**config.mk**
```make
export PLATFORM = sky130hd
export DESIGN_NAME = regfile_scoreboard
export DESIGN_NICKNAME = d
export VERILOG_FILES = /design/src/rtl/regfile_scoreboard.sv
export SDC_FILE = /design/constraint.sdc
export NUM_CORES = 2
export LEC_CHECK = 0
export BUFFER_PORTS_ARGS = -buffer_cell sky130_fd_sc_hd__buf_2
export CAP_MARGIN = 20
export CORE_MARGIN = 2
export CORE_UTILIZATION = 50
export CTS_CLUSTER_DIAMETER = 50
export DETAILED_ROUTE_END_ITERATION = 8
export GPL_ROUTABILITY_DRIVEN = 0
export PLACE_DENSITY = 0.74
export SLEW_MARGIN = 5
export SYNTH_ARGS = -nofsm -noshare
export SYNTH_HDL_FRONTEND = slang
export SYNTH_SLANG_ARGS = --single-unit
```
**constraint.sdc**
```tcl
create_clock -name clk -period 6 [get_ports clk]
set_input_delay 0.6 -clock clk [delete_from_list [all_inputs] [get_ports clk]]
set_output_delay 0.6 -clock clk [all_outputs]
set_load 0.02 [all_outputs]
```
**src/rtl/regfile_scoreboard.sv**
```systemverilog
// MIPS-style register file: 2 async read ports, ALU + load write ports, busy scoreboard
// for outstanding loads. Reads zero latency; writes/marks commit at posedge; no backpressure.
module regfile_scoreboard #(
  parameter int DATA_W   = 32,
  parameter int ADDR_W   = 5,
  parameter int ZERO_REG = 1,
  parameter int BYPASS   = 1
) (
  input  logic              clk,
  input  logic              rst_n,
  input  logic [ADDR_W-1:0] rs,
  input  logic [ADDR_W-1:0] rt,
  output logic [DATA_W-1:0] A,
  output logic [DATA_W-1:0] B,
  output logic              A_busy,
  output logic              B_busy,
  input  logic              write,
  input  logic [ADDR_W-1:0] rd,
  input  logic [DATA_W-1:0] in,
  input  logic              ld_write,
  input  logic [ADDR_W-1:0] ld_rd,
  input  logic [DATA_W-1:0] ld_in,
  input  logic              mark,
  input  logic [ADDR_W-1:0] mark_rd,
  output logic [ADDR_W:0]   busy_cnt
);

  localparam int DEPTH = 2 ** ADDR_W;
  localparam bit ZR    = (ZERO_REG != 0);
  localparam bit BP    = (BYPASS != 0);

  logic [DATA_W-1:0] regs_q [DEPTH];
  logic [DATA_W-1:0] regs_d [DEPTH];
  logic [DEPTH-1:0]  busy_q, busy_d;
  logic [ADDR_W:0]   cnt_q, cnt_d;

  logic wr_en, ld_en, mark_en;

  assign wr_en   = write    && !(ZR && (rd == '0));
  assign ld_en   = ld_write && !(ZR && (ld_rd == '0));
  assign mark_en = mark     && !(ZR && (mark_rd == '0));

  // Load port is applied last so it wins an address collision with the ALU port.
  always_comb begin
    for (int i = 0; i < DEPTH; i++) begin
      regs_d[i] = regs_q[i];
    end
    if (wr_en) regs_d[rd]    = in;
    if (ld_en) regs_d[ld_rd] = ld_in;
  end

  // Set after clear: a new load to the same destination keeps the register busy.
  always_comb begin
    busy_d = busy_q;
    if (ld_write) busy_d[ld_rd]   = 1'b0;
    if (mark_en)  busy_d[mark_rd] = 1'b1;
    if (ZR)       busy_d[0]       = 1'b0;
  end

  always_comb begin
    cnt_d = '0;
    for (int i = 0; i < DEPTH; i++) begin
      cnt_d = cnt_d + {{ADDR_W{1'b0}}, busy_d[i]};
    end
  end

  always_ff @(posedge clk or negedge rst_n) begin
    if (!rst_n) begin
      for (int i = 0; i < DEPTH; i++) begin
        regs_q[i] <= '0;
      end
      busy_q <= '0;
      cnt_q  <= '0;
    end else begin
      for (int i = 0; i < DEPTH; i++) begin
        regs_q[i] <= regs_d[i];
      end
      busy_q <= busy_d;
      cnt_q  <= cnt_d;
    end
  end

  assign busy_cnt = cnt_q;

  logic [ADDR_W-1:0] raddr [2];
  logic [DATA_W-1:0] rdata [2];
  logic              rbusy [2];

  assign raddr[0] = rs;
  assign raddr[1] = rt;

  // Read mux priority: zero register, then load bypass, then ALU bypass, then array.
  always_comb begin
    for (int p = 0; p < 2; p++) begin
      rdata[p] = regs_q[raddr[p]];
      rbusy[p] = busy_q[raddr[p]];
      if (BP && write && (rd == raddr[p])) begin
        rdata[p] = in;
      end
      if (BP && ld_write && (ld_rd == raddr[p])) begin
        rdata[p] = ld_in;
        rbusy[p] = 1'b0;
      end
      if (ZR && (raddr[p] == '0)) begin
        rdata[p] = '0;
        rbusy[p] = 1'b0;
      end
    end
  end

  assign A      = rdata[0];
  assign B      = rdata[1];
  assign A_busy = rbusy[0];
  assign B_busy = rbusy[1];

endmodule
```
==> impl_results.md <==
* Register area share after synthesis at 39.0%
* Worst Hold Endpoint: busy_q[10]
* Average wire length per cell after detail routing at 34.1 um
* Worst-case setup slack after placement at 91.1 ps
* Area growth syn-to-layout at 8.44%
* Accumulated negative setup slack at 0 ps
* Slew Limit Headroom at 14.3%
* Number of antenna violations at the first check in global routing at 48
* Worst-case clock buffer depth at 3
* Tightest Hold Check Type: input pin to flip-flop
* Crit path max-delay family: adder cells
* Final Slew Violations at 0
* Clock latency on the worst-skew pair at 770 ps
* Core Footprint at 135000 um2
* Cells after Synth at 6608
* Final worst-path cycle share at 86.2%
* Total number of placement rows at 135
* Leakage Power at 32.4 nW
* Clk sinks at 1061
* Peak fanout along the critical path at 7
* Leading cell types by total area after synthesis: dfrtp_1, mux2i_1, mux4_2, a21oi_1, o21ai_0
* Multiplexer fraction of the synthesized cell area at 33.5%
* Violated checks: design-rule violations
* Root Buffer: clkbuf_16
* Syn nets at 6732
* Crit path top cell by count: fa_1
* Final WS setup at 830 ps
* Post-synthesis compound-gate area fraction at 12.3%
* Most area-hungry cell type in the Yosys netlist: dfrtp_1
* Max-cap violations at 0
* Final clock skew at 11.2 ps
* Final WL at 278 mm
* Count of warnings emitted by yosys at 0
* Cells on Worst Hold Path at 4
* Initial Util at 50.3%
* Worst r2r src: busy_q[8]
* Critical path buffer and inverter count at 5
* Fraction of synthesized cell area in xor and xnor cells at 0.296%
* Most frequent cells after synthesis: mux2i_1, dfrtp_1, a21oi_1
* Highest achievable clock rate at 0.193 GHz
* Num CTS Buffers at 121
* # DRC at 1
* First-pass detailed-route iteration total at 9
* Via count of the first global-routing pass at 56651
* Post-detailed-route via-to-cell ratio at 7.22
* Sum of overflow across all layers after global routing at 0
* Slowest-stage cell, CP: fa_1
* Avg Inst Size Synth at 10.3 um2
* Share of async-settable or async-resettable flops after synthesis at 100%
* Number of setup buffers added after CTS at 0
* Die height at 373 um
* Area share of the leading cell type in the synthesized netlist at 39.0%
* Worst ir drop on vdd at 1.07 mV
* Min-delay src: mark_rd[4]
* Iteration-0 DRC Markers at 10923
* RSZ-0062 raised after global routing: false
* Critical Path Sink Type: flip-flop
* Pin count of the biggest net entering global routing at 171
* TritonCTS clock tree: built
* Count of different cell masters after synthesis at 69
* Detailed-route via count at 58928
* Adder and majority cell fraction of the synthesized area at 0.806%
* Number of top-level pins at 166
* Count of flip-flops with a built-in enable after synthesis at 0
* Data required, critical path at 6690 ps
* Run status: complete, but fails checks
* Setup-violating endpoint count in the final report at 0
* Clock H-tree levels at 3
* Number of cell instances on the worst register-to-register path at 17
* Global-route wire length before repair at 398 mm
* Critical path start-end classification: input pin to flip-flop
* # fillers at 11269
* Worst-path clk slew at 60 ps
* Residual antenna-violating net count after detailed routing at 0
* CP Launch Type: input pin
* Setup slack of the worst register-to-register path at 970 ps
* Number of synthesized register bits at 1061
* Actual slew at the worst max-slew pin at 1280 ps
* Proportion of layout cells with a drive suffix above 1 at 17.6%
* Final period demand of the worst path at 5170 ps
* DIE WIDTH at 373 um
* Total die area at 139000 um2
* Delay of the slowest cell on the worst path at 570 ps
* Largest family of logic cells by synthesized area: multiplexers
* Worst Hold Slack at 361 ps
* Dominant synthesized flop cell: dfrtp_1
* DP HPWL at 157 mm
* Total track usage at 39.1%
* Number of nets at the end of the flow at 6366
* Most frequently used cell type in the post-synthesis netlist: mux2i_1
* Total power density per cell area at 368 nW/um2
* Buffers added on ports at 165
* Cells along the critical path: buf_2 -> or3b_1 -> o21ai_0 -> nand2_1 -> fa_1 -> inv_1 -> fa_1 -> fa_1 -> inv_1 -> fa_1 -> fa_1 -> fa_1 -> inv_1 -> fa_1 -> inv_1 -> fa_1 -> a21o_1 -> a21oi_1 -> xnor2_1
* Reg2reg end: busy_cnt[4]
* Area of the mapped netlist at 68000 um2
* Share of synthesized cell area in and, or, nand and nor gates at 8.29%
* Worst endpoint data arrival time at 5860 ps
* Count of endpoints failing hold in the final timing report at 0
## per-stage QoR
stage	power [mW]	instance area [um2]	util [%]	std cells
after floorplan	16.6	68000	-	6608
after global placement	18.7	69500	51.3	7894
after detailed placement	19.1	69500	51.3	7895
after CTS	26.8	73600	54.4	8122
after global routing	28.2	73700	54.5	8147
final	27.1	73700	54.5	8167
## per-layer routing
metal / global-route usage [%] / routed length (um) / part of all wire, % / up-vias
met4: 31.5 / 26600 / 9.6 / 24
met5: 1.19 / 356 / 0.13 / -
met1: 47.3 / 92100 / 33 / 28537
met2: 53.7 / 114000 / 41 / 5516
li1: - / - / - / 23259
met3: 17.3 / 45500 / 16 / 1592
## what timing repair did
action,in CTS,in global routing
hold buffers,1,0
gates resized for setup,0,0
endpoints found under the hold margin,81,0
## placed cells by master (no fill, tap or decap), types with 8 or more instances in the layout
cell / n
mux2i_1: 1249
dfrtp_1: 1061
a21oi_1: 622
nand2_1: 588
nor2_1: 576
o21ai_0: 476
mux4_2: 430
buf_4: 161
buf_2: 158
clkbuf_16: 123
o21ai_1: 79
a221oi_1: 56
o221ai_1: 55
inv_1: 49
mux2_2: 49
nand3_1: 47
diode_2: 41
a211oi_1: 37
a22oi_1: 32
nor2_4: 32
o22ai_1: 32
clkbuf_8: 32
nand2_4: 31
fa_1: 23
clkbuf_1: 20
and3_1: 19
clkinv_2: 19
a221o_1: 19
nor3_1: 18
xor2_1: 18
buf_12: 17
a2111oi_0: 13
a22o_1: 12
o31ai_1: 12
nor2b_1: 10
o211ai_1: 9
clkinvlp_4: 9
clkinv_4: 9
nand2b_1: 8
## flip-flops by register name, indices dropped and copies added (netlist names)
signal	count
busy_cnt	6
busy_q	31
regs_q	1024
## final cells by class
class                   count  area (um2)  share of cell area (%)
repair buffers            344        2450                    3.32
inverters                  53         201                   0.273
flip-flops and latches   1061       26600                    36.0
well taps                1781        2230                    3.02
multi-input cells        4661       38100                    51.6
clock inverters            51         528                   0.716
diodes                     41         103                   0.139
clock buffers             175        3590                    4.87
## cell families (layout without fill, tap and decap cells)
family,Yosys count,after routing
multiplexers,1734,1734
AO/OA/AOI/OAI,1478,1478
AND/OR/NAND/NOR,1396,1396
flip-flops,1061,1061
buffers and inverters,886,623
adder cells (fa/ha/maj),30,30
XOR/XNOR,23,23
other,0,41
## tightest hold or removal path, cell delays in order
cell and delay, ps:
buf_2 190, nor3b_1 120, nand2_1 80, nand2_1 80
## report_power, final
group | internal (mW) | switching, mW
clock network | 4.46 | 3.31
registers | 9.08 | 1.49
logic | 4.26 | 4.53
## worst max-delay path by stage
stage / start / endpoint / slack, ps / cells after the start
final: ld_rd[3] / busy_cnt[4] / 830 / 19
after global routing: ld_rd[2] / busy_cnt[4] / 610 / 19
after CTS: ld_rd[3] / busy_cnt[4] / 850 / 19
after detailed placement: ld_rd[3] / busy_cnt[4] / 90 / 19
after global placement: ld_rd[3] / busy_cnt[4] / 70 / 19
after floorplan: ld_rd[1] / busy_cnt[4] / 9 / 23
Power figures use the tool's default switching activity.
